`src/rtl/vend_pkg.sv`:
```
// Shared types and coin constants for the vending money path.
package vend_pkg;
  typedef logic [6:0] credit_t;
  typedef enum logic [1:0] {NICKEL = 2'd0, DIME = 2'd1, QUARTER = 2'd2} coin_e;

  localparam credit_t NICKEL_VAL  = 7'd5;
  localparam credit_t DIME_VAL    = 7'd10;
  localparam credit_t QUARTER_VAL = 7'd25;

  function automatic credit_t coin_value(input coin_e c);
    case (c)
      QUARTER: coin_value = QUARTER_VAL;
      DIME:    coin_value = DIME_VAL;
      default: coin_value = NICKEL_VAL;
    endcase
  endfunction
endpackage

```
`src/rtl/change_picker.sv`:
```
// Greedy change selection: largest coin not exceeding the credit.
module change_picker
  import vend_pkg::*;
(
  input  credit_t credit,
  output coin_e   coin,
  output logic    valid
);
  always_comb begin
    valid = (credit >= NICKEL_VAL);
    if (credit >= QUARTER_VAL)   coin = QUARTER;
    else if (credit >= DIME_VAL) coin = DIME;
    else                         coin = NICKEL;
  end
endmodule

```
`src/rtl/credit_bank.sv`:
```
// Credit register, debit/coin arithmetic and change dispenser.
// Optional idle auto-refund enabled by defining AUTO_REFUND_EN.
module credit_bank
  import vend_pkg::*;
#(
  parameter int MAX_CREDIT   = 127,
  parameter int IDLE_TIMEOUT = 1000
) (
  input  logic       Clk,
  input  logic       Reset,
  input  logic [2:0] Coin,
  input  logic [6:0] Debit,
  input  logic       DebitValid,
  input  logic       Refund,
  input  logic       EjectReady,
  output logic [6:0] Money,
  output logic       EjectValid,
  output logic [1:0] EjectType,
  output logic       CoinReject,
  output logic       DebitErr,
  output logic       Busy
);
  if (MAX_CREDIT > 127 || MAX_CREDIT < 25 || IDLE_TIMEOUT < 2) begin : g_bad_cfg
    $error("credit_bank: illegal parameter set");
  end

  typedef enum logic {IDLE = 1'b0, DISPENSE = 1'b1} state_e;
  localparam logic [7:0] MAX8 = 8'(MAX_CREDIT);

  state_e     state, state_n;
  credit_t    money, money_n;
  logic       coin_rej_n, debit_err_n;
  logic       coin_bad, debit_ok, refund_req;
  credit_t    coin_val, rem;
  logic [7:0] after_debit, after_coin;
  coin_e      pick;
  logic       pick_ok;

  change_picker u_pick (.credit(money), .coin(pick), .valid(pick_ok));

  always_comb begin
    coin_bad = 1'b0;
    coin_val = '0;
    case (Coin)
      3'b000: ;
      3'b001: coin_val = coin_value(NICKEL);
      3'b010: coin_val = coin_value(DIME);
      3'b100: coin_val = coin_value(QUARTER);
      default: coin_bad = 1'b1;
    endcase
  end

`ifdef AUTO_REFUND_EN
  localparam int TW = $clog2(IDLE_TIMEOUT + 1);
  logic [TW-1:0] idle_cnt;
  logic          activity, auto_fire;

  assign activity  = (Coin != 3'b000) || DebitValid || Refund;
  assign auto_fire = (state == IDLE) && (money != '0) && !activity &&
                     (idle_cnt == TW'(IDLE_TIMEOUT - 1));
  assign refund_req = Refund || auto_fire;

  always_ff @(posedge Clk or negedge Reset) begin
    if (!Reset) idle_cnt <= '0;
    else if (state != IDLE || money == '0 || activity || auto_fire) idle_cnt <= '0;
    else idle_cnt <= idle_cnt + 1'b1;
  end
`else
  assign refund_req = Refund;
`endif

  always_comb begin
    state_n     = state;
    money_n     = money;
    coin_rej_n  = 1'b0;
    debit_err_n = 1'b0;
    debit_ok    = DebitValid && (Debit <= money);
    after_debit = {1'b0, money} - (debit_ok ? {1'b0, Debit} : 8'd0);
    after_coin  = after_debit;
    rem         = money - coin_value(pick);
    case (state)
      IDLE: begin
        if (DebitValid && !debit_ok) debit_err_n = 1'b1;
        // coin is judged against the already-debited credit
        if (Coin != 3'b000) begin
          if (coin_bad || (after_debit + {1'b0, coin_val}) > MAX8) coin_rej_n = 1'b1;
          else after_coin = after_debit + {1'b0, coin_val};
        end
        money_n = after_coin[6:0];
        if (refund_req) begin
          if (after_coin >= 8'(NICKEL_VAL)) state_n = DISPENSE;
          else money_n = '0;
        end
      end
      DISPENSE: begin
        coin_rej_n  = (Coin != 3'b000);
        debit_err_n = DebitValid;
        if (!pick_ok) begin
          state_n = IDLE;
          money_n = '0;
        end else if (EjectReady) begin
          // leave as soon as the residue can no longer buy a coin
          if (rem < NICKEL_VAL) begin
            state_n = IDLE;
            money_n = '0;
          end else money_n = rem;
        end
      end
      default: state_n = IDLE;
    endcase
  end

  always_ff @(posedge Clk or negedge Reset) begin
    if (!Reset) begin
      state      <= IDLE;
      money      <= '0;
      CoinReject <= 1'b0;
      DebitErr   <= 1'b0;
    end else begin
      state      <= state_n;
      money      <= money_n;
      CoinReject <= coin_rej_n;
      DebitErr   <= debit_err_n;
    end
  end

  assign Money      = money;
  assign Busy       = (state == DISPENSE);
  assign EjectValid = Busy;
  assign EjectType  = Busy ? pick : NICKEL;
endmodule

```
`config.mk`:
```
export PLATFORM = sky130hd
export DESIGN_NAME = credit_bank
export DESIGN_NICKNAME = d
export VERILOG_FILES = /design/src/rtl/vend_pkg.sv /design/src/rtl/change_picker.sv /design/src/rtl/credit_bank.sv
export SDC_FILE = /design/constraint.sdc
export NUM_CORES = 1
export LEC_CHECK = 0
export BUFFER_PORTS_ARGS = -buffer_cell sky130_fd_sc_hd__buf_4
export CORE_MARGIN = 5
export CORE_UTILIZATION = 60
export DETAILED_ROUTE_END_ITERATION = 10
export GPL_TIMING_DRIVEN = 0
export PLACE_DENSITY = 0.84
export SYNTH_ARGS = -nofsm -noshare
export SYNTH_HDL_FRONTEND = slang
export SYNTH_SLANG_ARGS = --single-unit
```
`constraint.sdc`:
```
create_clock -name Clk -period 15.2 [get_ports Clk]
set_input_delay 2.28 -clock Clk [delete_from_list [all_inputs] [get_ports Clk]]
set_output_delay 2.28 -clock Clk [all_outputs]
set_load 0.01 [all_outputs]
```
==> results of run 1 <==
[per-stage QoR]
step / area, um2 / utilization / std cells / worst slack [ns] / hold slack [ns]
after floorplan: 1780 / - / 218 / 8.292 / 0.6409
after global placement: 2014 / 0.7181 / 275 / 7.720 / 0.6864
after detailed placement: 2014 / 0.7181 / 275 / 7.636 / 0.6877
after CTS: 2051 / 0.7310 / 279 / 7.894 / 0.6971
after global routing: 2051 / 0.7310 / 279 / 7.555 / 0.7560
final: 2051 / 0.7310 / 279 / 7.876 / 0.6987
[cell families after synthesis]
| group | count (synthesis) | share of synthesized area |
|---|---|---|
| AOI/OAI and AO/OA | 67 | 0.2769 |
| xor gates and xnor gates | 12 | 0.06325 |
| adders and majority gates | 27 | 0.2024 |
| buffers and inverters | 24 | 0.05271 |
| DFF | 10 | 0.1405 |
| muxes | 8 | 0.04779 |
| and+or+nand+nor | 70 | 0.2164 |
[layout make-up]
class                      count  area (um2)  share of cell area
buffer                         3       15.01            0.007322
clock buffer                   4       36.28             0.01769
inverter                      21       78.83             0.03844
multi-input combinational    184        1436              0.7004
sequential                    10       250.2              0.1220
tap                           31       38.79             0.01891
timing repair buffer          26       195.2             0.09518
[flip-flops by register name, indices dropped and copies added (netlist names)]
register,cells
Money,7
CoinReject,1
Busy,1
DebitErr,1
[metal layers]
| metal | global-route usage | share of wire | up-vias |
|---|---|---|---|
| met4 | 0.05013 | 0.0082 | 0 |
| met3 | 0.04663 | 0.056 | 4 |
| li1 | - | - | 882 |
| met2 | 0.3840 | 0.48 | 46 |
| met5 | 0 | 0 | - |
| met1 | 0.2752 | 0.46 | 826 |
[worst max path at each step]
stage,from,endpoint
finish,Debit[1],Money[2]$_DFFE_PN0P_
CTS,Debit[1],Money[1]$_DFFE_PN0P_
detailed placement,Debit[1],Money[1]$_DFFE_PN0P_
floorplan,Debit[1],Money[1]$_DFFE_PN0P_
global placement,Debit[1],Money[1]$_DFFE_PN0P_
global route,Debit[1],Money[1]$_DFFE_PN0P_
[synthesized netlist by cell type, drive strengths merged (3+ instances only)]
cell type | instances | area [um2]
inv | 21 | 78.83
dfrtp | 10 | 250.2
xnor2 | 5 | 51.30
ha | 24 | 300.3
fa | 3 | 60.06
o211ai | 3 | 22.52
nand2 | 8 | 30.03
xor2 | 7 | 61.31
nor3b | 4 | 30.03
nor2 | 18 | 70.07
and3 | 3 | 18.77
nand2b | 7 | 43.79
a21boi | 3 | 22.52
nor3 | 5 | 25.02
nand3 | 13 | 65.06
a211oi | 4 | 35.03
a21o | 6 | 46.30
a21oi | 11 | 55.05
mux2i | 7 | 70.07
o22ai | 5 | 31.28
o21a | 6 | 45.04
o21ai | 11 | 58.81
[placed cells by master, fill, tap and decap left out, drive strengths merged, types with 3 or more instances in the layout]
cell,n
buf,28
ha,24
inv,21
nor2,18
nand3,13
a21oi,11
o21ai,11
dfrtp,10
nand2,8
nand2b,7
xor2,7
mux2i,7
o21a,6
a21o,6
o22ai,5
nor3,5
xnor2,5
clkbuf,5
nor3b,4
a211oi,4
and3,3
a21boi,3
o211ai,3
fa,3
[worst max-delay path, stage by stage]
cell       delay, ns
buf_4           0.12
ha_1            0.29
nor2b_1         0.13
o21a_1          0.16
o21a_1          0.16
o21a_1          0.16
o21a_1          0.16
o21a_1          0.16
o22ai_1         0.44
and3_1          0.24
ha_1            0.16
inv_1           0.05
fa_1            0.41
a211oi_2        0.28
nor2_1          0.10
xor2_1          0.30
ha_1            0.33
xor2_1          0.19
a2111oi_0       0.55
mux2i_1         0.16
o22ai_1         0.31
a31o_1          0.22
o22ai_1         0.09
==> summary.txt, run 1 <==
Yosys
  – Sequential cell area fraction in the yosys report: 0.1405
  – Ys async rst share: 1.000
  – Number of synthesized flops with an enable pin: 0
  – Cell Area, Synth: between 0.0015 and 0.002 mm2
  – YS warnings: 0
  – #FFs+latches synth: 10
  – Ys flop type: dfrtp_1
  – Unique masters post-synth: 56
  – Post-Synthesis Cells: 218
  – Syn_nets: 260
  – Syn_area_per_cell: 8.167 um2

Final layout
  – Fill count: ~230
  – Share of layout cells above drive strength 1: 0.1774
  – Nets: roughly 290
  – Antenna diodes: 0
  – Syn-to-layout area delta: 15.18%

STA
  – Top achievable clock speed: ~140 MHz
  – Fin. max-slew vios: 0
  – Fin. Hold Viols: 0
  – Fin crit share: 0.4818
  – Setup violators final: 0
  – TNS Setup: 0 ns
  – Least-Margin Pin Slew: roughly 0.57 ns
  – Rel. slew slack: 0.6094
  – Final min period: 7.324 ns
  – Clk_skew: 0.0007998 ns
  – Unrepaired setup endpoints after global routing: false

Place
  – GPL Wtd Cong: between 0.8 and 0.9
  – Hpwl dp: approximately 3.6 mm
  – IO buf count: 26

Global routing
  – Initial antenna violation count: 0
  – Total gr overflow: 0
  – First-pass GRT wire length: roughly 7.4 mm
  – Largest net degree at the start of global routing: 11
  – Total GRT Usage: 0.2189
  – Vias in the first global route: ~1700

Min path
  – Hold Path Depth: 2
  – HP Class: flop to flop
  – WHS Endpoint: Money[6]$_DFFE_PN0P_
  – Hold Startpoint: Money[6]$_DFFE_PN0P_

Clock tree
  – # hold bufs at CTS: 0
  – CTS H-tree lvls: 1
  – Worst-path clk slew: 0.06 ns
  – CTS Buf Count: 3
  – Number of clock sinks: 10
  – Post-CTS setup buffer count: 0
  – CTS tree: built
  – Clk_lat worst skew: between 0.2 and 0.3 ns
  – Root buf cell: clkbuf_4
  – Post-CTS resize count: 0
  – Clock buffer depth: 2

Routing
  – Post-DR wirelength/cell: between 15 and 20 um
  – Overall routed net length: 4.375 mm
  – DRC: 0
  – Via-to-Cell Ratio: 6.301
  – Pre-antenna DRT Iters: 4
  – Routed via count: between 1500 and 2000
  – Drt initial violations: 76
  – Antenna-violating nets left: 0

Critical path
  – Crit. End Element: flop
  – Worst reg-to-reg setup slack: around 9.3 ns
  – Crit path launch type: input port
  – Worst R2R Start: Money[1]$_DFFE_PN0P_
  – Crit Path Class: input port to flop
  – Worst r2r path cells: 23
  – Crit-path max FO: 8
  – Arr. time, crit path: 7.47 ns
  – CP Data Required Time: between 15 and 20 ns
  – RR Endpoint: Money[2]$_DFFE_PN0P_

Job
  – Max Cap Viol: 0

Die
  – Core area: around 0.0028 mm2
  – I/O pins: 28
  – Initial Util: 0.6347
  – Row count: 19
  – Chip Width: about 64 um
  – Die area: slightly above 0.004 mm2
  – Die height: 64.48 um

Status
  – Status: finished clean
Power of run 1 is left out: the tool's default activity adds up to more than one toggle a clock period on the data nets, which glitch-free logic cannot reach.
==> inputs of run 2 (changes only) <==
--- a/config.mk
+++ b/config.mk
@@ -5,12 +5,13 @@
 export SDC_FILE = /design/constraint.sdc
 export NUM_CORES = 1
 export LEC_CHECK = 0
+export ABC_AREA = 1
 export BUFFER_PORTS_ARGS = -buffer_cell sky130_fd_sc_hd__buf_4
 export CORE_MARGIN = 5
-export CORE_UTILIZATION = 60
+export CORE_UTILIZATION = 57
 export DETAILED_ROUTE_END_ITERATION = 10
 export GPL_TIMING_DRIVEN = 0
-export PLACE_DENSITY = 0.84
+export PLACE_DENSITY = 0.81
 export SYNTH_ARGS = -nofsm -noshare
 export SYNTH_HDL_FRONTEND = slang
 export SYNTH_SLANG_ARGS = --single-unit
==> constraint.sdc (replaced) <==
create_clock -name Clk -period 7.2 [get_ports Clk]
set_input_delay 1.08 -clock Clk [delete_from_list [all_inputs] [get_ports Clk]]
set_output_delay 1.08 -clock Clk [all_outputs]
set_load 0.01 [all_outputs]
==> run 2 against run 1 <==
Setup slack lost 5.8 ns. Critical endpoint is now Money[0]$_DFFE_PN0P_. Synthesized area shrank 4.6%. Critical path depth grew 6.
==> summary.txt, run 2 <==
Status
  – Status: finished clean

Critical path
  – Crit-path max FO: 6
  – Crit. End Element: flop
  – Sum of buffers and inverters on the critical path: 2
  – Max stage delay on crit path: about 0.44 ns
  – CP Data Required Time: between 7 and 8 ns
  – Worst r2r path cells: 29
  – Worst R2R Start: Money[1]$_DFFE_PN0P_
  – Arr. time, crit path: around 5.3 ns
  – CP delay by family, top: simple AND/OR/NAND/NOR gates
  – Slowest CP cell: fa_1
  – Crit Path Class: input port to flop
  – RR Endpoint: Money[0]$_DFFE_PN0P_
  – Worst reg-to-reg setup slack: about 2.3 ns
  – Cell repeated most along the worst path: nand2_1
  – Crit path launch type: input port

Min path
  – HP Class: input port to asynchronous set/reset pin

Clock tree
  – CTS Buf Count: 3
  – Clk_lat worst skew: roughly 0.27 ns
  – # hold bufs at CTS: 0
  – CTS H-tree lvls: 1
  – Post-CTS resize count: 0
  – CTS tree: built
  – Root buf cell: clkbuf_4
  – Number of clock sinks: 10
  – Worst-path clk slew: 0.08 ns
  – Clock buffer depth: 2
  – Post-CTS setup buffer count: 0

Routing
  – DRC: 0
  – Drt initial violations: ~110
  – Routed via count: ~1800
  – Via-to-Cell Ratio: 5.503
  – Post-DR wirelength/cell: 13.31 um
  – Overall routed net length: 4.259 mm
  – Pre-antenna DRT Iters: 4
  – Antenna-violating nets left: 0

Yosys
  – Sequential cell area fraction in the yosys report: 0.1473
  – Count leader, synth: nand2_1
  – #FFs+latches synth: 10
  – Ys flop type: dfrtp_1
  – Post-Synthesis Cells: between 200 and 300
  – Unique masters post-synth: 31
  – Cell Area, Synth: around 0.0017 mm2
  – Area contributors post-synth: ha_1, dfrtp_1, nand2_1, inv_1, a21oi_1
  – Yosys top cell area share: 0.1767
  – YS warnings: 0
  – Number of synthesized flops with an enable pin: 0
  – Ys async rst share: 1.000
  – Syn_area_per_cell: about 6.6 um2
  – Synth top cells by count: nand2_1, inv_1, a21oi_1, ha_1, nor2_1
  – Syn_nets: 300
  – Largest area contributor in the netlist: ha_1

Global routing
  – Initial antenna violation count: 0
  – Total GRT Usage: 0.2119
  – First-pass GRT wire length: around 7.1 mm
  – Total gr overflow: 0
  – Vias in the first global route: 1658
  – Largest net degree at the start of global routing: 11

STA
  – Setup violators final: 0
  – Fin. Hold Viols: 0
  – Rel. slew slack: 0.7322
  – Final min period: between 5 and 6 ns
  – Fin. max-slew vios: 0
  – Least-Margin Pin Slew: between 0.3 and 0.4 ns
  – Fin crit share: 0.7170
  – Top achievable clock speed: 193.7 MHz
  – Unrepaired setup endpoints after global routing: false
  – Clk_skew: 0.01117 ns
  – TNS Setup: 0 ns

Die
  – Initial Util: 0.6057
  – Die area: 0.004173 mm2
  – Chip Width: 64.60 um
  – Die height: between 60 and 70 um
  – Core area: ~0.0028 mm2
  – Row count: 19
  – I/O pins: 28

Place
  – Placed inst area: ~0.0019 mm2
  – Hpwl dp: about 3.6 mm
  – GPL Wtd Cong: 0.9031
  – Placed Cells: 316
  – IO buf count: 27

Final layout
  – Most frequent cells in the layout: nand2_1, inv_1, buf_4, a21oi_1, ha_1
  – Fill count: 250
  – Share of layout cells above drive strength 1: 0.1696
  – Nets: 332
  – Post-route cell area: 0.001977 mm2
  – Storage cell area: roughly 250 um2
  – Most common cell after layout, fill and taps aside: nand2_1
  – Syn-to-layout area delta: 16.35%
  – Max reg flops: 7
  – Antenna diodes: 0
  – Area occupied by multi-input gates: between 0.001 and 0.0015 mm2
  – Non-Filler Instances: 320

Job
  – Max Cap Viol: 0
-- run 2: worst reg2reg max path: cells and delay by family, from the launching register on --
family	cells	cell delay, ns
buf+inv	2	0.29
fa+ha+maj	3	1.07
simple gates	16	1.69
xor+xnor	1	0.23
flops	1	0.59
compound gates	7	0.91
-- run 2: worst max path at each step --
stage	start	slack (ns)	endpoint	cells after the start
after global routing	Debit[2]	1.57	Money[1]$_DFFE_PN0P_	30
final	Debit[2]	2.04	Money[0]$_DFFE_PN0P_	29
after global placement	Debit[2]	1.92	Money[2]$_DFFE_PN0P_	29
after CTS	Debit[2]	2.09	Money[2]$_DFFE_PN0P_	29
after detailed placement	Debit[2]	1.85	Money[0]$_DFFE_PN0P_	29
after floorplan	Debit[2]	2.48	Money[0]$_DFFE_PN0P_	29
-- run 2: cell families after synthesis --
logic type / count (synthesis) / share of synthesized area
fa+ha+maj: 27 / 0.2121
xor+xnor: 10 / 0.05155
flops: 10 / 0.1473
compound gates: 48 / 0.1605
simple gates: 118 / 0.3269
buf+inv: 45 / 0.1016
-- run 2: final cells by class --
cell class / count / area share
well taps: 31 / 0.01962
repair buffers: 27 / 0.1025
flip-flops and latches: 10 / 0.1266
multi-input cells: 203 / 0.6456
inverters: 44 / 0.08354
plain buffers: 1 / 0.003797
clock buffers: 4 / 0.01835
-- run 2: routing by layer --
metal,part of all wire,up-vias,track usage,wire [um]
met5,0,-,0,0
met4,0.0094,0,0.03166,40
met3,0.053,4,0.03282,225
met2,0.46,50,0.3505,1970
met1,0.47,797,0.2988,2022
li1,-,910,-,-
-- run 2: metrics by stage --
step / worst slack (ns) / utilization / hold WS, ns
2_1_floorplan: 2.476 / - / 0.6020
3_3_place_gp: 1.916 / 0.6918 / 0.6064
3_5_place_dp: 1.846 / 0.6918 / 0.6292
4_1_cts: 2.088 / 0.7047 / 0.6232
5_1_grt: 1.572 / 0.7047 / 0.6243
6_report: 2.037 / 0.7047 / 0.6271
Power of run 2 is left out for the same reason.
